$ cat config.mk
export PLATFORM = sky130hd
export DESIGN_NAME = reimu_life_ctrl
export DESIGN_NICKNAME = d
export VERILOG_FILES = /design/src/rtl/reimu_life_ctrl_pkg.sv /design/src/rtl/reimu_life_ctrl_inv_timer.sv /design/src/rtl/reimu_life_ctrl.sv
export SDC_FILE = /design/constraint.sdc
export NUM_CORES = 1
export LEC_CHECK = 0
export CORE_MARGIN = 2
export CORE_UTILIZATION = 39
export CTS_CLUSTER_SIZE = 28
export DETAILED_ROUTE_END_ITERATION = 12
export MAX_ROUTING_LAYER = met4
export PLACE_DENSITY = 0.59
export SETUP_SLACK_MARGIN = 0.1
export SKIP_LAST_GASP = 1
export SLEW_MARGIN = 5
export SYNTH_ARGS = -nofsm -noshare
export SYNTH_HDL_FRONTEND = slang
export SYNTH_SLANG_ARGS = --single-unit
$ cat constraint.sdc
create_clock -name clk22 -period 2.15 [get_ports clk22]
set_input_delay 0.3225 -clock clk22 [delete_from_list [all_inputs] [get_ports clk22]]
set_output_delay 0.3225 -clock clk22 [all_outputs]
set_load 0.05 [all_outputs]
$ cat src/rtl/reimu_life_ctrl_pkg.sv
// Shared types and default constants for the Reimu life/invulnerability controller.
// State encoding is fixed so the unused code 2'd3 can be recognised and recovered.
package reimu_life_ctrl_pkg;

    localparam int LIVES_W        = 3;
    localparam int TMR_W          = 8;
    localparam int DEF_INIT_LIVES = 3;
    localparam int DEF_INV_TICKS  = 32;

    typedef enum logic [1:0] {
        PLAY   = 2'd0,
        INVULN = 2'd1,
        OVER   = 2'd2
    } state_t;

    // Any hit source costs the same single life.
    function automatic logic hit_any(input logic shot_boss, input logic shot_enemy);
        return shot_boss | shot_enemy;
    endfunction

endpackage

$ cat src/rtl/reimu_life_ctrl_inv_timer.sv
// Invulnerability down-counter: clear, load, saturating decrement and zero flag.
// Clear outranks load, load outranks decrement.
module reimu_life_ctrl_inv_timer
    import reimu_life_ctrl_pkg::*;
(
    input  logic             clk22,
    input  logic             rst,
    input  logic             clear,
    input  logic             load,
    input  logic [TMR_W-1:0] load_val,
    input  logic             dec,
    output logic [TMR_W-1:0] count,
    output logic             zero
);

    // NOTE: sequential state is written with non-blocking assignments only, so every
    // flop samples the pre-edge values regardless of process ordering.
    always_ff @(posedge clk22) begin
        if (rst || clear) begin
            count <= '0;
        end else if (load) begin
            count <= load_val;
        end else if (dec && (count != '0)) begin
            count <= count - TMR_W'(1);
        end
    end

    assign zero = (count == '0);

endmodule

$ cat src/rtl/reimu_life_ctrl.sv
// Player life controller: PLAY / INVULN / OVER with a one-life-per-hit guard window.
// Optional sprite blinking during invulnerability is enabled by defining REIMU_BLINK_EN.
module reimu_life_ctrl
    import reimu_life_ctrl_pkg::*;
#(
    parameter int INIT_LIVES  = DEF_INIT_LIVES,
    parameter int INV_TICKS   = DEF_INV_TICKS,
    parameter int BLINK_SHIFT = 1
) (
    input  logic               clk22,
    input  logic               rst,
    input  logic               shot_boss,
    input  logic               shot_enemy,
    input  logic               restart,
    output logic [LIVES_W-1:0] lives,
    output logic               invincible,
    output logic               reimu_visible,
    output logic               hit_pulse,
    output logic               game_over
);

    localparam logic [LIVES_W-1:0] LIVES_INIT = LIVES_W'(INIT_LIVES);
    localparam logic [TMR_W-1:0]   TICK_LOAD  = TMR_W'(INV_TICKS - 1);

    state_t             state, state_nx;
    logic [LIVES_W-1:0] lives_nx;
    logic               pulse_nx;
    logic               visible_nx;
    logic               hit;

    logic               tmr_clear, tmr_load, tmr_dec, tmr_zero;
    logic [TMR_W-1:0]   tmr_count;

    assign hit = hit_any(shot_boss, shot_enemy);

    reimu_life_ctrl_inv_timer inv_timer (
        .clk22    (clk22),
        .rst      (rst),
        .clear    (tmr_clear),
        .load     (tmr_load),
        .load_val (TICK_LOAD),
        .dec      (tmr_dec),
        .count    (tmr_count),
        .zero     (tmr_zero)
    );

    // NOTE: every signal driven here gets a default first, so no path can infer a latch.
    always_comb begin
        state_nx  = state;
        lives_nx  = lives;
        pulse_nx  = 1'b0;
        tmr_clear = 1'b0;
        tmr_load  = 1'b0;
        tmr_dec   = 1'b0;

        if (restart) begin
            state_nx  = PLAY;
            lives_nx  = LIVES_INIT;
            tmr_clear = 1'b1;
        end else begin
            case (state)
                PLAY: begin
                    if (hit) begin
                        pulse_nx = 1'b1;
                        // Last life goes straight to OVER so lives never wraps.
                        if (lives > LIVES_W'(1)) begin
                            state_nx = INVULN;
                            lives_nx = lives - LIVES_W'(1);
                            tmr_load = 1'b1;
                        end else begin
                            state_nx = OVER;
                            lives_nx = '0;
                        end
                    end
                end
                INVULN: begin
                    if (tmr_zero) begin
                        state_nx = PLAY;
                    end else begin
                        tmr_dec = 1'b1;
                    end
                end
                OVER: begin
                    lives_nx = '0;
                end
                default: begin
                    state_nx = PLAY;
                end
            endcase
        end
    end

`ifdef REIMU_BLINK_EN
    // Blink phase follows the timer value the next cycle will hold.
    logic blink_bit;
    assign blink_bit = 1'((tmr_load ? TICK_LOAD : tmr_count - TMR_W'(1)) >> BLINK_SHIFT);
`else
    logic unused_blink;
    assign unused_blink = ^{tmr_count, TMR_W'(BLINK_SHIFT)};
`endif

    always_comb begin
        visible_nx = 1'b1;
        case (state_nx)
            INVULN: begin
`ifdef REIMU_BLINK_EN
                visible_nx = ~blink_bit;
`else
                visible_nx = 1'b1;
`endif
            end
            OVER:    visible_nx = 1'b0;
            default: visible_nx = 1'b1;
        endcase
    end

    always_ff @(posedge clk22) begin
        if (rst) begin
            state         <= PLAY;
            lives         <= LIVES_INIT;
            hit_pulse     <= 1'b0;
            invincible    <= 1'b0;
            game_over     <= 1'b0;
            reimu_visible <= 1'b1;
        end else begin
            state         <= state_nx;
            lives         <= lives_nx;
            hit_pulse     <= pulse_nx;
            invincible    <= (state_nx == INVULN);
            game_over     <= (state_nx == OVER);
            reimu_visible <= visible_nx;
        end
    end

endmodule

==> parameters.txt <==
Parameter                              Value

Outcome
  Outcome    finished, final reports clean

Worst setup path
  Startpoint of the lowest-slack register-to-register path    inv_timer.count[0]
  CP Class    reg2out
  Critical Path Sink Type    output port
  CP cell instances    clkdlybuf4s50_1
  Worst-path cell with the longest stage delay    sky130_fd_sc_hd__clkdlybuf4s50_1
  Worst Path Required    1.83 ns
  Worst Reg-to-Reg Cells    6
  Data arrival time at the worst-slack endpoint    1.52 ns
  Setup slack, reg-to-reg    0.39 ns
  Total buffers and inverters traversed by the critical path    1
  Critical path's largest stage delay    0.83 ns
  Highest fanout seen on the critical path    5
  Reg2Reg Capture Point    inv_timer.count[3]
  Critical path launch point type    register
  Cell family with the largest share of critical-path delay    buffers and inverters

Die
  Number of top-level pins    12
  Die Ht    51.1 um
  Placeable core region    0.00215 mm2
  Die area    0.00261 mm2
  Initial standard-cell utilization of the core    0.402
  Row cnt    17
  Die X    51.1 um

STA
  Slew at the pin closest to its max-slew limit    0.494 ns
  Count of final max-slew check failures    0
  Setup clock skew after layout    0.00127 ns
  Total negative slack for setup checks    0 ns
  Post-route fraction of the period consumed by the critical path    0.856
  Worst-case headroom to the max-slew limit    0.669
  Hold violation total from the final report    0
  Setup repair after global routing missed its margin    no
  Maximum operating frequency    543 MHz
  Shortest period the worst path allows    1.84 ns
  Number of endpoints failing setup at the final stage    0

Yosys
  Distinct cell type count after synthesis    40
  Number of standard cells after synthesis    93
  Number of synthesized register bits    17
  Syn Area/Cell    9.28 um2
  Post-synthesis instance area    863 um2
  Post-synth EDFFs    0
  Post-synth top flop    sky130_fd_sc_hd__dfxtp_1
  Post-synthesis net count    102
  Fraction of the yosys area taken by sequential cells    0.394
  FFs w/ async S/R, synth    0
  YS warnings    0

Clock tree
  Number of buffers inserted for hold repair after clock tree synthesis    0
  # clock sinks    17
  CTS clk-pin slew, worst paths    0.10 ns
  Clock tree from TritonCTS    built
  Max clock buf depth    2
  Number of gates resized after cts    0
  Number of buffers inserted by post-CTS setup repair    0
  Clk Latency, worst-skew pair    0.28 ns
  Number of H-tree branching levels    1
  CTS Root Buffer Type    sky130_fd_sc_hd__clkbuf_4
  Clock buffer count from CTS    3

Cells and area
  Final std cells w/o fill    137
  Fillcell total    213
  Utilization after layout    0.486
  Share of final-layout standard cells stronger than drive strength 1    0.147
  Net count of the finished layout    119
  Area growth from synthesis to final layout    20.9%
  Number of antenna cells inserted    0

Drt
  First drt pass iteration count    4
  Total number of vias    702
  Antenna-violating nets left    0
  Final routed DRC violation total    0
  Detailed-route vias per instance    5.12
  Count of routing violations after the opening detailed-route iteration    12
  Total wirelength of the detailed-routed design    1650 um
  Routed wirelength normalized by instance count    12.0 um

Pwr
  Worst IR Drop VDD    0.306 mV
  Leakage Power    0.387 nW
  Total power    649 uW
  Power density cells    622 mW/mm2

Placed design
  Placed Instances    133
  Number of I/O port buffers    11
  RePlAce Congestion    0.809
  Hpwl dp    1250 um

Worst hold path
  Hold path endpoint    inv_timer.count[7]
  Worst hold path cell count    2
  Worst min path class    reg2reg
  Hold Path Origin    inv_timer.count[7]

Global routing
  Total track usage    0.150
  Initial antenna violation count    0
  Wire length of the first global-routing pass    2800 um
  Overflow after GRT    0
  Via count of the first global-routing pass    658
  Largest net degree at the start of global routing    10

Flow run
  Maxcap violations    0
## registers in the layout, indices dropped and copies added, names as in the netlist
register	cells
reimu_visible	1
invincible	1
lives	3
hit_pulse	1
game_over	1
inv_timer.count	8
state	2
## power by group
part / internal (mW) / total, mW / switching [mW]
combinational: 0.0580 / 0.140 / 0.0816
sequential: 0.329 / 0.341 / 0.0119
clock: 0.0720 / 0.168 / 0.0961
## cells by family after synthesis
logic type	after synthesis	share of synthesized area
flip-flops	17	0.394
AO/OA/AOI/OAI	23	0.196
AND/OR/NAND/NOR	36	0.255
XOR/XNOR	1	0.0101
buffers and inverters	9	0.0507
adder cells (fa/ha/maj)	4	0.0580
multiplexers	3	0.0362
## per-stage QoR
step / hold slack (ns) / worst slack [ns] / instance area [um2]
final: 0.481 / 0.309 / 1040
after global routing: 0.515 / 0.236 / 1040
after CTS: 0.487 / 0.291 / 1040
after detailed placement: 0.472 / 0.203 / 1020
after global placement: 0.448 / 0.230 / 1020
after floorplan: 0.392 / 0.252 / 863
## layer usage
layer,up-vias,global-route usage,routed length [um]
li1,361,-,-
met1,332,0.165,765
met2,7,0.251,808
met3,2,0.0526,56
met4,0,0.0541,20
met5,-,-,0
## worst max-delay path by stage
| stage | start | endpoint | slack (ns) | cells after the start |
|---|---|---|---|---|
| floorplan | lives[1] | invincible | 0.25 | 7 |
| global placement | restart | inv_timer.count[1] | 0.23 | 5 |
| detailed placement | restart | inv_timer.count[1] | 0.20 | 5 |
| CTS | lives[0] | lives[0] | 0.29 | 1 |
| global route | lives[0] | lives[0] | 0.24 | 1 |
| finish | lives[0] | lives[0] | 0.31 | 1 |
## final cells by class
class,count,area [um2],share of cell area
Timing Repair Buffer,15,140,0.134
Inverter,6,22.5,0.0216
Clock buffer,4,26.3,0.0252
Multi-Input combinational cell,67,479,0.459
Tap cell,28,35.0,0.0336
Sequential cell,17,340,0.326
## worst register-to-register path, delay by kind of cell, from the launching register on
family / cells / cell delay, ns
compound gates: 1 / 0.17
fa+ha+maj: 1 / 0.22
buf+inv: 1 / 0.08
flops: 1 / 0.38
simple gates: 3 / 0.84
## Yosys cell counts, types with 2 or more instances
library cell              instances  share of area
sky130_fd_sc_hd__nand2_1          4          0.017
sky130_fd_sc_hd__ha_1             4          0.058
sky130_fd_sc_hd__a21oi_1          6          0.035
sky130_fd_sc_hd__dfxtp_1         17           0.39
sky130_fd_sc_hd__nand4_1          2          0.014
sky130_fd_sc_hd__or3_1            3          0.022
sky130_fd_sc_hd__inv_1            6          0.026
sky130_fd_sc_hd__nand3_1          2          0.012
sky130_fd_sc_hd__o21ai_0          4          0.023
sky130_fd_sc_hd__o21a_1           2          0.017
sky130_fd_sc_hd__nor2b_1          2          0.014
sky130_fd_sc_hd__nor3_1           2          0.012
sky130_fd_sc_hd__a31oi_1          2          0.014
sky130_fd_sc_hd__nor2_1           9          0.039
sky130_fd_sc_hd__buf_2            2          0.012
sky130_fd_sc_hd__mux2i_1          2          0.023
## cells in the final DEF, fill, tap and decap left out, types with 3 or more instances in the layout
master,netlist,routed
sky130_fd_sc_hd__dfxtp_1,17,17
sky130_fd_sc_hd__clkdlybuf4s50_1,0,11
sky130_fd_sc_hd__nor2_1,9,9
sky130_fd_sc_hd__inv_1,6,6
sky130_fd_sc_hd__a21oi_1,6,6
sky130_fd_sc_hd__o21ai_0,4,4
sky130_fd_sc_hd__nand2_1,4,4
sky130_fd_sc_hd__ha_1,4,4
sky130_fd_sc_hd__buf_4,0,4
sky130_fd_sc_hd__or3_1,3,3
sky130_fd_sc_hd__clkbuf_4,0,3
No activity file was read; power rests on OpenSTA's default activity.
